<file path="src/rtl/mac_sequencer_pkg.sv">
// Shared definitions for the MAC control sequencer: sizing constants, FSM state
// encoding and the kernel-size legality check.
package mac_sequencer_pkg;

    localparam int MAX_KERNEL  = 5;
    localparam int KERNEL_TAPS = MAX_KERNEL * MAX_KERNEL;
    localparam int KSIZE_W     = 5;

    typedef enum logic [1:0] {
        ST_IDLE   = 2'd0,
        ST_LOAD_W = 2'd1,
        ST_STREAM = 2'd2,
        ST_DRAIN  = 2'd3
    } state_e;

    function automatic logic kernel_legal(input logic [KSIZE_W-1:0] k);
        return (k != '0) && (int'(k) <= MAX_KERNEL);
    endfunction

endpackage

</file>
<file path="src/rtl/mac_sequencer_valid_pipe.sv">
// Fixed-latency shift register that carries the valid tag and column index of
// each FIFO read so they line up with the matching MAC_out.
module mac_sequencer_valid_pipe #(
    parameter int DEPTH = 2,
    parameter int COL_W = 8
) (
    input  logic             clk,
    input  logic             rst,
    input  logic             in_tag,
    input  logic [COL_W-1:0] in_col,
    output logic             out_tag,
    output logic [COL_W-1:0] out_col
);

    typedef struct packed {
        logic             tag;
        logic [COL_W-1:0] col;
    } slot_t;

    slot_t stage [DEPTH];

    // NOTE: these stages are reset, unlike a plain data store, because a stale tag would surface as a phantom result after a mid-job reset.
    always_ff @(posedge clk) begin
        if (rst) begin
            for (int i = 0; i < DEPTH; i++) stage[i] <= '0;
        end else begin
            stage[0] <= '{tag: in_tag, col: in_col};
            for (int i = 1; i < DEPTH; i++) stage[i] <= stage[i-1];
        end
    end

    assign out_tag = stage[DEPTH-1].tag;
    assign out_col = stage[DEPTH-1].col;

endmodule

</file>
<file path="src/rtl/mac_sequencer.sv">
// Control sequencer for one MAC unit: loads the kernel, streams ifmap columns
// into the MAC FIFO, issues FIFO reads and tags valid window results.
module mac_sequencer
    import mac_sequencer_pkg::*;
#(
    parameter int COL_W      = 8,
    parameter int FIFO_DEPTH = 8,
    parameter int ALU_LAT    = 2
) (
    input  logic                   clk,
    input  logic                   rst,
    input  logic                   cfg_start,
    input  logic [KSIZE_W-1:0]     cfg_kernel_size,
    input  logic                   cfg_operation,
    input  logic [COL_W-1:0]       cfg_width,
    output logic                   busy,
    output logic                   done,
    output logic                   err,
    input  logic                   w_valid,
    input  logic [KERNEL_TAPS-1:0] w_data,
    output logic                   w_ready,
    input  logic                   src_valid,
    output logic                   src_ready,
    output logic [KERNEL_TAPS-1:0] weight_out,
    output logic                   load_weight,
    output logic                   ifmaps_input_valid,
    output logic                   load_ifmaps,
    output logic [KSIZE_W-1:0]     kernel_size,
    output logic                   operation,
    output logic                   out_valid,
    output logic [COL_W-1:0]       out_col
);

    localparam int FILL_W = $clog2(FIFO_DEPTH + 1);
    localparam int DRN_W  = $clog2(ALU_LAT) + 1;

    localparam logic [FILL_W-1:0] FILL_MAX = FILL_W'(FIFO_DEPTH);
    localparam logic [FILL_W-1:0] FILL_ONE = FILL_W'(1);
    localparam logic [COL_W-1:0]  COL_ONE  = COL_W'(1);
    localparam logic [DRN_W-1:0]  DRN_LAST = DRN_W'(ALU_LAT - 1);
    localparam logic [DRN_W-1:0]  DRN_ONE  = DRN_W'(1);

    state_e             state, state_nx;
    logic [COL_W-1:0]   width_q, wr_cnt, rd_cnt, k_col, rd_col;
    logic [FILL_W-1:0]  fill;
    logic [DRN_W-1:0]   drain_cnt;
    logic               cfg_ok, idle_start, rd_tag;

    assign idle_start = (state == ST_IDLE) && cfg_start;
    assign cfg_ok     = kernel_legal(cfg_kernel_size)
                     && (int'(cfg_width) >= int'(cfg_kernel_size));

    always_ff @(posedge clk) begin
        if (rst) state <= ST_IDLE;
        else     state <= state_nx;
    end

    // NOTE: every output of this block gets a default first so no path leaves it unassigned and infers a latch.
    always_comb begin
        state_nx    = state;
        w_ready     = 1'b0;
        src_ready   = 1'b0;
        load_ifmaps = 1'b0;
        done        = 1'b0;
        unique case (state)
            ST_IDLE: begin
                if (cfg_start && cfg_ok) state_nx = ST_LOAD_W;
            end
            ST_LOAD_W: begin
                w_ready = 1'b1;
                if (w_valid) state_nx = ST_STREAM;
            end
            ST_STREAM: begin
                src_ready   = (wr_cnt < width_q) && (fill < FILL_MAX);
                // Reads see the fill level at cycle start; a same-cycle write is not yet readable.
                load_ifmaps = (rd_cnt < width_q) && (fill != '0);
                if (load_ifmaps && (rd_cnt == width_q - COL_ONE)) state_nx = ST_DRAIN;
            end
            ST_DRAIN: begin
                if (drain_cnt == DRN_LAST) begin
                    done     = 1'b1;
                    state_nx = ST_IDLE;
                end
            end
            default: state_nx = ST_IDLE;
        endcase
    end

    assign busy               = (state != ST_IDLE);
    assign ifmaps_input_valid = src_valid && src_ready;

    // NOTE: sequential state uses non-blocking assignments so every register samples pre-edge values.
    always_ff @(posedge clk) begin
        if (rst) begin
            kernel_size <= '0;
            operation   <= 1'b0;
            width_q     <= '0;
            err         <= 1'b0;
            weight_out  <= '0;
            load_weight <= 1'b0;
            wr_cnt      <= '0;
            rd_cnt      <= '0;
            fill        <= '0;
            drain_cnt   <= '0;
        end else begin
            err         <= idle_start && !cfg_ok;
            load_weight <= 1'b0;
            if (idle_start) begin
                kernel_size <= cfg_kernel_size;
                operation   <= cfg_operation;
                width_q     <= cfg_width;
                wr_cnt      <= '0;
                rd_cnt      <= '0;
                fill        <= '0;
                drain_cnt   <= '0;
            end
            if ((state == ST_LOAD_W) && w_valid) begin
                weight_out  <= w_data;
                load_weight <= 1'b1;
            end
            if (ifmaps_input_valid) wr_cnt <= wr_cnt + COL_ONE;
            if (load_ifmaps)        rd_cnt <= rd_cnt + COL_ONE;
            unique case ({ifmaps_input_valid, load_ifmaps})
                2'b10:   fill <= fill + FILL_ONE;
                2'b01:   fill <= fill - FILL_ONE;
                default: fill <= fill;
            endcase
            if (state == ST_DRAIN) drain_cnt <= drain_cnt + DRN_ONE;
        end
    end

    // A read produces a valid window once K columns have entered the ALU.
    assign k_col  = COL_W'(kernel_size);
    assign rd_tag = load_ifmaps && (rd_cnt >= k_col - COL_ONE);
    assign rd_col = rd_tag ? (rd_cnt - k_col + COL_ONE) : '0;

    mac_sequencer_valid_pipe #(
        .DEPTH (ALU_LAT),
        .COL_W (COL_W)
    ) u_valid_pipe (
        .clk     (clk),
        .rst     (rst),
        .in_tag  (rd_tag),
        .in_col  (rd_col),
        .out_tag (out_valid),
        .out_col (out_col)
    );

    always_ff @(posedge clk) begin
        if (!rst) begin
            assert (fill <= FILL_MAX);
            assert (!(load_ifmaps && (fill == '0)));
        end
    end

endmodule
</file>
<file path="config.mk">
export PLATFORM = sky130hd
export DESIGN_NAME = mac_sequencer
export DESIGN_NICKNAME = d
export VERILOG_FILES = /design/src/rtl/mac_sequencer_pkg.sv /design/src/rtl/mac_sequencer_valid_pipe.sv /design/src/rtl/mac_sequencer.sv
export SDC_FILE = /design/constraint.sdc
export NUM_CORES = 1
export LEC_CHECK = 0
export ABC_CLOCK_PERIOD_IN_PS = 7000
export BUFFER_PORTS_ARGS = -buffer_cell sky130_fd_sc_hd__buf_2
export CAP_MARGIN = 20
export CORE_MARGIN = 3
export CORE_UTILIZATION = 55
export CTS_BUF_LIST = sky130_fd_sc_hd__clkbuf_8 sky130_fd_sc_hd__clkbuf_16
export DETAILED_ROUTE_END_ITERATION = 10
export PLACE_DENSITY = 0.8
export SYNTH_ARGS = -nofsm -noshare
export SYNTH_HDL_FRONTEND = slang
export SYNTH_HIERARCHICAL = 1
export SYNTH_SLANG_ARGS = --single-unit
</file>
<file path="constraint.sdc">
create_clock -name clk -period 7 [get_ports clk]
set_input_delay 1.4 -clock clk [delete_from_list [all_inputs] [get_ports clk]]
set_output_delay 1.4 -clock clk [all_outputs]
set_load 0.005 [all_outputs]
</file>
**Word level (Yosys, flattened, before mapping)**

Memories as Yosys holds them, arrays and structs flattened.
Cells that the tools add are included.
Widths: inputs -> output; s select.

- Flip-flop bits (word level): 65
- Bits in latches: 0
- RAM bits: 18
- Bits in read-only memories: 0
- Input port bits: 44
- Output and inout bits: 48
- Word-level logic and storage cells: 84
- Memories: 1

Memories:

| name | words | width | read ports | clocked after memory_dff | wr ports | line | RTL |
|---|---|---|---|---|---|---|---|
| u_valid_pipe.stage | 2 | 9 | 2 | 0 | 2 | mac_sequencer_valid_pipe.sv:20 | `slot_t stage [DEPTH];` |

- Add/subtract/negate cells: 9
- Multipliers: 0
- Div/mod/pow operators: 0
- $lt $le $gt $ge: 6
- Equal/unequal tests: 11
- Shift-type cells: 0
- Mux-type cells: 23
- Bitwise logic cells: 2
- Reductions and logical operators: 21

Operators with widths:

| kind | count |
|---|---|
| $mux 8 | 4 |
| $add 8x1->8 const B | 3 |
| $mux 9 | 2 |
| $lt 8x8->1 | 2 |
| $mux 2 | 6 |
| $logic_and 1x1->1 | 11 |
| $reduce_bool 2->1 | 5 |
| $mux 1 | 9 |
| $eq 8x8->1 | 1 |
| $ge 8x5->1 | 1 |
| $ge 8x8->1 | 1 |
| $pmux 2 s4 | 1 |
| $pmux 4 s2 | 1 |
| $sub 8x1->8 const B | 1 |
| $sub 8x5->8 | 1 |
| $eq 2x1->1 const B | 3 |
| $eq 2x2->1 const B | 3 |
| $ne 2x2->1 const B | 3 |
| $sub 5x1->6 const B | 1 |
| $le 5x3->1 const B | 1 |
| $reduce_bool 5->1 | 1 |
| $add 4x1->4 const B | 1 |
| $lt 4x4->1 const B | 1 |
| $reduce_and 4->1 | 1 |
| other kinds (7) | 8 |

**Depth between registers and ports, before layout**

Gate-level depths: netlist of run 1.

- Word-level depth: 6
- Depth in mapped cells: 15
- Mapped depth without buffers: 14

**By module**

The synthesis of run 1 kept the hierarchy.

By module, submodules not included:

| module | instances | cells each | area an instance (µm²) | sequential area each (µm²) |
|---|---|---|---|---|
| mac_sequencer | 1 | 503 | 4057.6 | 1301.2 |
| mac_sequencer_valid_pipe | 1 | 45 | 549.3 | 360.3 |

**Least setup slack after synthesis of run 1**

No wires, ideal clock.

- Path type: register -> register
- Start point: register width_q[5]
- End point: register fill[3]
- Library setup time: 70 ps
- Arrival: 3049 ps
- Data required time: 6930 ps
- Slack: 3880 ps
- Cell stages (with the launch flop): 15
- Buffers on the path: 0
- Clock period less this slack: 3120 ps
- Cells stage by stage: dfxtp_1 inv_1 ha_1 a21o_1 a221o_1 a31oi_4 o2111a_4 inv_1 ha_1 ha_1 a21o_1 a21oi_1 xnor2_1 or3_1 a21oi_1

- Cells in the longest elaborated chain, start to end: 6
- Elaborated cells on any way between the ends: 11
- Classes of those cells: order compare (2); eq/ne (2); mux (3); reduce/logical (4)

RTL lines:

| item | line | RTL |
|---|---|---|
| from (decl) | mac_sequencer.sv:44 | `logic [COL_W-1:0] width_q, wr_cnt, rd_cnt, k_col, rd_col;` |
| from (signal assigned) | mac_sequencer.sv:111 | `width_q <= cfg_width;` |
| $lt 8x8->1 (*) | mac_sequencer.sv:74 | `src_ready = (wr_cnt < width_q) && (fill < FILL_MAX);` |
| $logic_and 1x1->1 (*) | mac_sequencer.sv:74 |  |
| $mux 1 (*) | mac_sequencer.sv:65 | `unique case (state)` |
| $logic_and 1x1->1 (*) | mac_sequencer.sv:90 | `assign ifmaps_input_valid = src_valid && src_ready;` |
| net ifmaps_input_valid | mac_sequencer.sv:26 | `output logic ifmaps_input_valid,` |
| $eq 2x1->1 or $eq 2x2->1 (tied branches) | mac_sequencer.sv:123 | `unique case ({ifmaps_input_valid, load_ifmaps})` |
| $pmux 4 s2 or $reduce_bool 2->1 (tied branches) | - |  |
| to (signal assigned) | mac_sequencer.sv:124 | `2'b10: fill <= fill + FILL_ONE;` |
| to (signal assigned) | mac_sequencer.sv:125 | `2'b01: fill <= fill - FILL_ONE;` |
| to (signal assigned) | mac_sequencer.sv:126 | `default: fill <= fill;` |
| to (decl) | mac_sequencer.sv:45 | `logic [FILL_W-1:0] fill;` |

Mark *: on every way through the listed nets, which the timed path passes. The rest lies on a longest branch.
A chain may end at the register's enable or synchronous reset.

**Worst setup path in the final report of run 1**

- Start point: register width_q[5]
- End point: output load_ifmaps

- Cells in the longest elaborated chain, start to end: 3

RTL lines:

| item | line | RTL |
|---|---|---|
| $lt 8x8->1 | mac_sequencer.sv:76 | `load_ifmaps = (rd_cnt < width_q) && (fill != '0);` |
| $logic_and 1x1->1 | mac_sequencer.sv:76 |  |
| $mux 1 | mac_sequencer.sv:65 |  |
| to (decl) | mac_sequencer.sv:27 | `output logic load_ifmaps,` |

Every way passes these cells.

==> flow_metrics.env, run 1 <==
export IMPL_cp_end_kind="output port"
export IMPL_synthesis_area_sq_mm=0.004607
export IMPL_die_w_microns=97.52
export IMPL_clock_root_buffer="sky130_fd_sc_hd__clkbuf_8"
export IMPL_initial_util_pct=58.11
export IMPL_ioPinCount=92
export IMPL_routed_via_count=3916
export IMPL_post_route_drc_count=0
export IMPL_synth_most_common_cell="sky130_fd_sc_hd__nand2_1"
export IMPL_synth_seq_area_share_pct=36.07
export IMPL_yosys_register_bits=83
export IMPL_cts_clk_slew_worst_paths_ns=0.09
export IMPL_final_setup_skew_ns=0.009021
export IMPL_synthFlopType="sky130_fd_sc_hd__dfxtp_1"
export IMPL_cell_with_the_biggest_individual_delay_on_the_critical_path="sky130_fd_sc_hd__or2_1"
export IMPL_ctsHoldBuffers=0
export IMPL_cts_resized=0
export IMPL_detail_route_antenna_nets=0
export IMPL_buffer_ports_inserted=91
export IMPL_post_cts_setup_buffer_count=0
export IMPL_drive_gt1_share_pct=19.21
export IMPL_via_per_inst=5.350
export IMPL_antenna_found_initial=0
export IMPL_grt_start_max_net_pins=81
export IMPL_clock_tree_htree_level_count=3
export IMPL_fmaxAchievable_mhz=248.3
export IMPL_timing_critical_path_buf_inv=3
export IMPL_yosys_warnings=6
export IMPL_most_common_library_cells_after_synthesis="94 x sky130_fd_sc_hd__nand2_1, 83 x sky130_fd_sc_hd__dfxtp_1, 61 x sky130_fd_sc_hd__a21oi_1"
export IMPL_async_set_or_reset_flop_fraction_in_the_synthesized_netlist_pct=0
export IMPL_path_class="reg -> out"
export IMPL_synthesis_area_per_instance_sq_um=8.407
export IMPL_antenna_cells=0
export IMPL_row_count=32
export IMPL_timing_final_max_slew_violations=0
export IMPL_nets=724
export IMPL_critical_path_cell_chain="inv_1 -> ha_1 -> o21a_1 -> o211ai_1 -> a21oi_1 -> or2_1 -> inv_2 -> buf_2"
export IMPL_critical_path_source_type="flip-flop"
export IMPL_power_per_cell_area_mw_per_mm2=240.9
export IMPL_synth_cells=548
export IMPL_layout_worst_path_cycle_share_pct=57.53
export IMPL_cts_num_sinks=83
export IMPL_globalRoute_totalOverflow=0
export IMPL_slew_headroom_pct=44.11
export IMPL_synth_top_cell_by_area="sky130_fd_sc_hd__dfxtp_1"
export IMPL_area_growth_pct=13.82
export IMPL_cts_max_path_buffers=2
export IMPL_drt_first_iter_violations=193
export IMPL_period_minus_slack_ns=4.027
export IMPL_first_pass_grt_wire_length_mm=17.44
export IMPL_dp_hpwl_mm=7.660
export IMPL_timing_hold_ws_ns=0.4409
export IMPL_power_leakage_nw=2.420
export IMPL_synthesis_nets=647
export IMPL_synth_distinct_cells=51
export IMPL_worst_path_largest_cell_delay_ns=0.59
export IMPL_gp_congestion=0.8759
export IMPL_num_cts_buffers=9
export IMPL_critPathRequiredTime_ns=5.60
export IMPL_ir_worst_vdd_v=0.0001429
export IMPL_synth_top_area_share_pct=36.07
export IMPL_rsz0062_at_grt="no"
export IMPL_first_global_vias=3798
export IMPL_routedWlPerCell_microns=14.20
export IMPL_critPathMaxFanout=18
export IMPL_groute_usage_overall_pct=22.09
export IMPL_place_detailed_instances=716
export IMPL_worstMarginPinSlew_ns=0.8384
export IMPL_hold_start="u_valid_pipe/stage[0][8]"
export IMPL_timing_critical_path_arrival_ns=2.63
export IMPL_outcome="finished, final reports clean"
export IMPL_layout_core_utilization_pct=66.15
export IMPL_crit_reg2reg_launch="width_q[5]"
export IMPL_worstSetupStartpoint="width_q[5]"
export IMPL_final_instance_count_excl_fill=732
export IMPL_cts_tree="yes"
export IMPL_yosys_top_cells_area="sky130_fd_sc_hd__dfxtp_1 36%, sky130_fd_sc_hd__ha_1 14%, sky130_fd_sc_hd__nand2_1 7.7%"
export IMPL_finalSetupTns_ns=0
export IMPL_dr_pass1_iters=4
export IMPL_max_cap_violations=0
export IMPL_area_enclosed_by_the_die_boundary_sq_mm=0.009510
export IMPL_wl_mm=10.39
export IMPL_finalHoldViolations=0
export IMPL_critical_path_top_delay_family="simple AND/OR/NAND/NOR gates"
export IMPL_synth_edff_count=0
export IMPL_fp_dieH_microns=97.52
export IMPL_holdCritPathClass="reg -> reg"
export IMPL_setup_viol_count_final=0
export IMPL_clk_insertion_delay_late_ns=0.36
export IMPL_placeableCoreArea_sq_mm=0.007928
==> sequential cells by signal (all words and copies together), names as in the netlist <==
name / count
drain_cnt: 2
err: 1
fill: 4
kernel_size: 5
load_weight: 1
operation: 1
rd_cnt: 8
state: 2
u_valid_pipe/stage: 18
weight_out: 25
width_q: 8
wr_cnt: 8
==> cells by family after synthesis <==
kind of cell / after synthesis / synth area share [%]
adders and majority gates: 55 / 15.26
muxes: 5 / 1.141
xor gates and xnor gates: 23 / 4.373
buffers and inverters: 66 / 6.518
and+or+nand+nor: 208 / 21.62
AOI/OAI and AO/OA: 108 / 15.02
DFF: 83 / 36.07
==> area by class of cell <==
class / instances / area (sq um)
flip-flops and latches: 83 / 1662
clock inverters: 6 / 55.05
inverters: 39 / 146.4
multi-input cells: 399 / 2645
clock buffers: 10 / 137.6
well taps: 102 / 127.6
repair buffers: 93 / 470.5
fillers: 699 / 2684
==> through the flow <==
| step | area, sq um | total power [mW] | worst slack, ns |
|---|---|---|---|
| after floorplan | 4607 | 0.8211 | 3.880 |
| after CTS | 5244 | 1.273 | 2.978 |
| after global routing | 5244 | 1.349 | 2.801 |
| after global placement | 5051 | 0.9183 | 3.488 |
| after detailed placement | 5051 | 0.9346 | 3.399 |
| final | 5244 | 1.263 | 2.973 |
==> power breakdown <==
part / internal (mW) / leakage [nW] / switching (mW)
Sequential: 0.509 / 0.672 / 0.0287
Clock: 0.146 / 0.0998 / 0.188
Combinational: 0.161 / 1.65 / 0.231
Total: 0.816 / 2.42 / 0.447
==> placed cells by master (no fill, tap or decap), drive strengths merged, types with 4 or more instances in the layout <==
| cell type | synthesis | final |
|---|---|---|
| nand2 | 94 | 94 |
| buf | 13 | 93 |
| dfxtp | 83 | 83 |
| a21oi | 61 | 61 |
| ha | 53 | 53 |
| inv | 39 | 43 |
| nor2 | 33 | 33 |
| xnor2 | 14 | 14 |
| nor3 | 14 | 14 |
| nor2b | 13 | 13 |
| nand3 | 13 | 13 |
| clkbuf | 14 | 10 |
| a21o | 9 | 9 |
| xor2 | 9 | 9 |
| and2b | 8 | 8 |
| nand2b | 7 | 7 |
| o21ai | 7 | 7 |
| and2 | 5 | 5 |
| a211oi | 5 | 5 |
| or3 | 4 | 4 |
| nor3b | 4 | 4 |
==> routing by layer <==
layer  GRT usage (%)  share of wire (%)  wire (microns)
met1           27.57                 44            4569
met2           35.48                 46            4751
met3           7.179                8.0             833
met4           8.307                2.3             237
met5               0                  0               0
==> worst paths after layout <==
check / end / depth (start not counted) / slack, ns
setup reg to reg: fill[3] / 14 / 3.43
setup / recovery: load_ifmaps / 8 / 2.97
hold reg to reg: u_valid_pipe/stage[0][17] / 1 / 0.44
hold / removal: u_valid_pipe/stage[0][17] / 1 / 0.44
(Power assumes the default switching activity.)
==> inputs of run 2 (changes only) <==
- ABC_CLOCK_PERIOD_IN_PS: 7000 -> 3350
- CORE_UTILIZATION: 55 -> 50
- PLACE_DENSITY: 0.8 -> 0.76
- clock period: 7 -> 3.35 ns (I/O delays scaled with it)
==> run 2 against run 1 <==
Sequential share of layout area fell by 0.54 points. Routed wire length fell by 3.3%. Worst setup slack got worse by 2.8 ns. Global-route usage fell by 2.3 points. Via count fell by 0.69%. Critical endpoint is now fill[3].
==> flow_metrics.env, run 2 (synthesized netlist as in run 1, its figures left out) <==
export IMPL_outcome="finished, final reports clean"
export IMPL_groute_usage_overall_pct=19.81
export IMPL_via_per_inst=5.199
export IMPL_cts_max_path_buffers=2
export IMPL_num_cts_buffers=9
export IMPL_worst_path_largest_cell_delay_ns=0.38
export IMPL_routed_length_on_met2_mm=4.473
export IMPL_cp_end_kind="flip-flop"
export IMPL_worstMarginPinSlew_ns=0.8398
export IMPL_ctsHoldBuffers=0
export IMPL_dp_hpwl_mm=7.717
export IMPL_cell_with_the_biggest_individual_delay_on_the_critical_path="sky130_fd_sc_hd__a221o_1"
export IMPL_dr_pass1_iters=4
export IMPL_timing_final_max_slew_violations=0
export IMPL_power_leakage_nw=2.473
export IMPL_drive_gt1_share_pct=20.63
export IMPL_wl_mm=10.04
export IMPL_finalSetupTns_ns=0
export IMPL_die_w_microns=102.0
export IMPL_grt_start_max_net_pins=56
export IMPL_row_count=34
export IMPL_fmaxAchievable_mhz=312.4
export IMPL_max_cap_violations=0
export IMPL_critical_path_cell_chain="inv_1 -> ha_1 -> a21o_1 -> a221o_1 -> a31oi_4 -> o2111a_4 -> inv_1 -> ha_1 -> ha_1 -> a21o_1 -> a21oi_1 -> xnor2_1 -> or3_1 -> a21oi_1"
export IMPL_layout_core_utilization_pct=60.48
export IMPL_buffer_ports_inserted=91
export IMPL_cts_clk_slew_worst_paths_ns=0.09
export IMPL_antenna_cells=0
export IMPL_detail_route_antenna_nets=0
export IMPL_antenna_found_initial=0
export IMPL_period_minus_slack_ns=3.201
export IMPL_globalRoute_totalOverflow=0
export IMPL_total_power_mw=2.665
export IMPL_mostFrequentLayoutCells="94 x sky130_fd_sc_hd__nand2_1, 91 x sky130_fd_sc_hd__buf_2, 81 x sky130_fd_sc_hd__dfxtp_1"
export IMPL_post_route_drc_count=0
export IMPL_top_regs="weight_out: 25 flops, u_valid_pipe/stage: 18 flops"
export IMPL_crit_path_frequent_cell="sky130_fd_sc_hd__ha_1"
export IMPL_ir_worst_vdd_v=0.0002749
export IMPL_slew_headroom_pct=44.01
export IMPL_routed_via_count=3889
export IMPL_cts_num_sinks=83
export IMPL_timing_critical_path_arrival_ns=3.49
export IMPL_cts_tree="yes"
export IMPL_critPathRequiredTime_ns=3.64
export IMPL_routedWlPerCell_microns=13.43
export IMPL_holdCritPathClass="reg -> reg"
export IMPL_final_setup_skew_ns=0.01555
export IMPL_initial_util_pct=52.06
export IMPL_first_global_vias=3700
export IMPL_gp_congestion=0.8243
export IMPL_met3_length_microns=716
export IMPL_rsz0062_at_grt="no"
export IMPL_path_class="reg -> reg"
export IMPL_setup_viol_count_final=0
export IMPL_final_instance_count_excl_fill=748
export IMPL_timing_hold_ws_ns=0.4313
export IMPL_nets=734
export IMPL_power_per_cell_area_mw_per_mm2=498.1
export IMPL_critPathMaxFanout=6
export IMPL_routedLengthMet1_mm=4.604
export IMPL_route_top_layer_used="met4"
export IMPL_area_enclosed_by_the_die_boundary_sq_mm=0.01040
export IMPL_placeableCoreArea_sq_mm=0.008848
export IMPL_layout_worst_path_cycle_share_pct=95.54
export IMPL_fp_dieH_microns=102.0
export IMPL_critical_path_source_type="flip-flop"
export IMPL_drt_first_iter_violations=118
export IMPL_area_growth_pct=16.16
export IMPL_place_detailed_instances=731
export IMPL_clock_root_buffer="sky130_fd_sc_hd__clkbuf_8"
export IMPL_max_ffs_per_register=25
export IMPL_clk_insertion_delay_late_ns=0.35
export IMPL_finalHoldViolations=0
export IMPL_ioPinCount=92
export IMPL_clock_tree_htree_level_count=3
export IMPL_layout_cells_most_common="sky130_fd_sc_hd__nand2_1"
export IMPL_registers_top_by_ff_count="weight_out"
export IMPL_first_pass_grt_wire_length_mm=16.66
-- run 2: changes by cell type in the layout (fill, tap and decap cells not counted), sizes merged --
cell	delta
buf	+10
clkinvlp	+3
clkinv	-2
bufinv	+1
clkbuf	-1
inv	-1
-- run 2: what timing repair did --
item,in CTS,in global routing
buffers inserted,0,1
gates resized for setup,0,3
endpoints found under the setup margin,0,1
-- run 2: cell type report --
type / instances / area, sq um
Multi-Input combinational cell: 399 / 2645
Fill cell: 792 / 3497
Clock inverter: 7 / 76.32
Inverter: 39 / 146.4
Timing Repair Buffer: 103 / 558.0
Sequential cell: 83 / 1667
Tap cell: 108 / 135.1
Clock buffer: 9 / 123.9
-- run 2: per-stage QoR --
| stage | setup slack [ns] | cell area [sq um] |
|---|---|---|
| 6_report | 0.1493 | 5351 |
| 5_1_grt | 0.002894 | 5351 |
| 4_1_cts | 0.04978 | 5339 |
| 3_5_place_dp | 0.07649 | 5139 |
| 3_3_place_gp | 0.2000 | 5139 |
| 2_1_floorplan | 0.2304 | 4607 |
-- run 2: routing by layer --
layer	up-vias	global-route usage [%]
met5	-	0
met4	0	7.064
met3	27	6.348
met2	125	31.48
met1	1722	25.34
li1	2015	-
-- run 2: worst max-delay path, delay by kind of cell, from the launching register on --
| kind | cells | cell delay, ns |
|---|---|---|
| xor gates and xnor gates | 1 | 0.09 |
| buffers and inverters | 2 | 0.13 |
| and+or+nand+nor | 1 | 0.30 |
| AOI/OAI and AO/OA | 7 | 1.43 |
| DFF | 1 | 0.37 |
| adders and majority gates | 3 | 0.82 |
-- run 2: path summary, 6_finish.rpt --
check	startpoint	endpoint	slack, ns	depth (start not counted)
setup / recovery	width_q[5]	fill[3]	0.15	14
hold / removal	u_valid_pipe/stage[0][0]	u_valid_pipe/stage[0][9]	0.43	1
setup reg to reg	width_q[5]	fill[3]	0.15	14
hold reg to reg	u_valid_pipe/stage[0][0]	u_valid_pipe/stage[0][9]	0.43	1
-- run 2: power breakdown --
| part | internal (mW) | switching (mW) | total (mW) |
|---|---|---|---|
| logic | 0.347 | 0.463 | 0.811 |
| clock network | 0.350 | 0.381 | 0.730 |
| registers | 1.06 | 0.0599 | 1.12 |
| total | 1.76 | 0.904 | 2.67 |
==> inputs of run 3 (changes only) <==
- GPL_TIMING_DRIVEN: unset -> 0
==> run 3 against run 2 <==
Cell count increased by 2.3%. Non-clock buffer count up 17. Maximum frequency down 1.2%. Sequential cell count unchanged. Sequential share of layout area is 0.32 points lower. Global-route usage up 1.3 points. First-iteration DRC count increased by 75%. Highest routed layer unchanged. Total power shrank 1.8%. Register-to-register slack got worse by 0.04 ns. Clock-buffer cell count unchanged.
==> flow_metrics.env, run 3 (synthesized netlist as in run 1, its figures left out) <==
export IMPL_first_pass_grt_wire_length_mm=17.67
export IMPL_met3_length_microns=770
export IMPL_fmaxAchievable_mhz=308.5
export IMPL_dp_slack_ns=-0.06368
export IMPL_drt_first_iter_violations=207
export IMPL_clock_tree_htree_level_count=3
export IMPL_top_regs="weight_out: 25 flops, u_valid_pipe/stage: 18 flops"
export IMPL_clock_root_buffer="sky130_fd_sc_hd__clkbuf_8"
export IMPL_multi_input_comb_area_sq_mm=0.002666
export IMPL_setup_reg_to_reg_worst_slack_ns=0.11
export IMPL_slew_headroom_pct=59.22
export IMPL_die_w_microns=102.0
export IMPL_power_per_cell_area_mw_per_mm2=482.4
export IMPL_layout_worst_path_cycle_share_pct=96.75
export IMPL_timing_critical_path_arrival_ns=3.52
export IMPL_setup_viol_count_final=0
export IMPL_max_ffs_per_register=25
export IMPL_power_leakage_nw=2.496
export IMPL_num_cts_buffers=9
export IMPL_cts_clk_slew_worst_paths_ns=0.09
export IMPL_area_enclosed_by_the_die_boundary_sq_mm=0.01040
export IMPL_detail_route_antenna_nets=0
export IMPL_drive_gt1_share_pct=21.61
export IMPL_area_growth_pct=17.82
export IMPL_cp_end_kind="flip-flop"
export IMPL_buffer_ports_inserted=91
export IMPL_mostFrequentLayoutCells="94 x sky130_fd_sc_hd__nand2_1, 91 x sky130_fd_sc_hd__buf_2, 78 x sky130_fd_sc_hd__dfxtp_1"
export IMPL_layout_cells_most_common="sky130_fd_sc_hd__nand2_1"
export IMPL_ioPinCount=92
export IMPL_cts_num_sinks=83
export IMPL_route_top_layer_used="met4"
export IMPL_placeableCoreArea_sq_mm=0.008848
export IMPL_wl_mm=10.62
export IMPL_routed_length_on_met2_mm=5.067
export IMPL_via_per_inst=5.238
export IMPL_cts_tree="yes"
export IMPL_registers_top_by_ff_count="weight_out"
export IMPL_critPathMaxFanout=6
export IMPL_gp_congestion=0.9143
export IMPL_period_minus_slack_ns=3.241
export IMPL_final_critical_path_setup_slack_ns=0.1089
export IMPL_dp_hpwl_mm=8.168
export IMPL_first_global_vias=3799
export IMPL_routed_via_count=4007
export IMPL_antenna_found_initial=0
export IMPL_globalRoute_totalOverflow=0
export IMPL_finalHoldViolations=0
export IMPL_nets=751
export IMPL_antenna_cells=0
export IMPL_fp_dieH_microns=102.0
export IMPL_groute_usage_overall_pct=21.11
export IMPL_critical_path_source_type="flip-flop"
export IMPL_critPathRequiredTime_ns=3.63
export IMPL_timing_final_max_slew_violations=0
export IMPL_routedWlPerCell_microns=13.88
export IMPL_path_class="reg -> reg"
export IMPL_final_setup_skew_ns=0.01165
export IMPL_initial_util_pct=52.06
export IMPL_outcome="finished, final reports clean"
export IMPL_grt_start_max_net_pins=16
export IMPL_clk_insertion_delay_late_ns=0.36
export IMPL_layout_filler_cells=804
export IMPL_finalSetupTns_ns=0
export IMPL_max_cap_violations=0
export IMPL_post_route_drc_count=0
export IMPL_worstMarginPinSlew_ns=0.6053
export IMPL_row_count=34
export IMPL_cts_max_path_buffers=2
export IMPL_routedLengthMet1_mm=4.604
export IMPL_holdCritPathClass="reg -> reg"
export IMPL_ir_worst_vdd_v=0.0003550
export IMPL_dr_pass1_iters=4
export IMPL_area_sequential_sq_mm=0.001673
## run 3: changes by cell type in the layout (fill, tap and decap cells not counted), sizes merged
cell / change
clkinvlp: -1
clkinv: +4
inv: -2
clkbuf: +14
buf: +3
bufinv: -1
## run 3: path summary, 6_finish.rpt
path                            startpoint                        end  cells past startpoint
setup reg to reg                width_q[5]                    fill[3]                     14
setup / recovery                width_q[5]                    fill[3]                     14
hold / removal    u_valid_pipe/stage[0][7]  u_valid_pipe/stage[0][16]                      1
hold reg to reg   u_valid_pipe/stage[0][7]  u_valid_pipe/stage[0][16]                      1
## run 3: routing by layer
layer / vias up / GRT usage (%)
met5: - / 0
met4: 0 / 5.954
met3: 12 / 6.007
met2: 123 / 36.33
met1: 1822 / 25.80
li1: 2050 / -
## run 3: layout make-up
type	instances	share of cell area, %
Tap cell	108	2.490
Sequential cell	83	30.82
Clock buffer	9	2.282
Buffer	27	2.835
Inverter	39	2.812
Multi-Input combinational cell	399	49.12
Clock inverter	7	0.9682
Timing Repair Buffer	93	8.668
## run 3: worst max-delay path: stages, from the launching register on
cell and delay, ns:
sky130_fd_sc_hd__dfxtp_4 0.40, sky130_fd_sc_hd__clkinvlp_4 0.15, sky130_fd_sc_hd__ha_4 0.27, sky130_fd_sc_hd__a21o_1 0.15
sky130_fd_sc_hd__a221o_1 0.34, sky130_fd_sc_hd__a31oi_4 0.19, sky130_fd_sc_hd__o2111a_4 0.25, sky130_fd_sc_hd__inv_1 0.04
sky130_fd_sc_hd__ha_1 0.23, sky130_fd_sc_hd__ha_1 0.28, sky130_fd_sc_hd__a21o_1 0.20, sky130_fd_sc_hd__a21oi_2 0.15
sky130_fd_sc_hd__xnor2_1 0.08, sky130_fd_sc_hd__or3_1 0.31, sky130_fd_sc_hd__a21oi_1 0.14
## run 3: through the flow
step / instance area, sq um / total power [mW] / utilization [%] / cells / hold WS, ns
finish: 5428 / 2.618 / 61.34 / 765 / 0.4314
detailed placement: 5197 / 1.966 / 58.74 / 747 / 0.4220
global route: 5428 / 2.798 / 61.34 / 765 / 0.4499
global placement: 5197 / 1.927 / 58.74 / 747 / 0.4179
floorplan: 4607 / 1.716 / - / 548 / 0.4109
CTS: 5384 / 2.625 / 60.85 / 764 / 0.4327
## run 3: power breakdown
group / total, mW / internal (mW) / switching, mW
clock: 0.660 / 0.274 / 0.385
combinational: 0.829 / 0.355 / 0.475
sequential: 1.13 / 1.07 / 0.0640
## run 3: what timing repair did
action	CTS	global route
hold buffers	0	0
cloned	0	0
buffers inserted	1	1
gates resized for setup	2	10
pin swaps	1	1
endpoints found under the setup margin	1	1
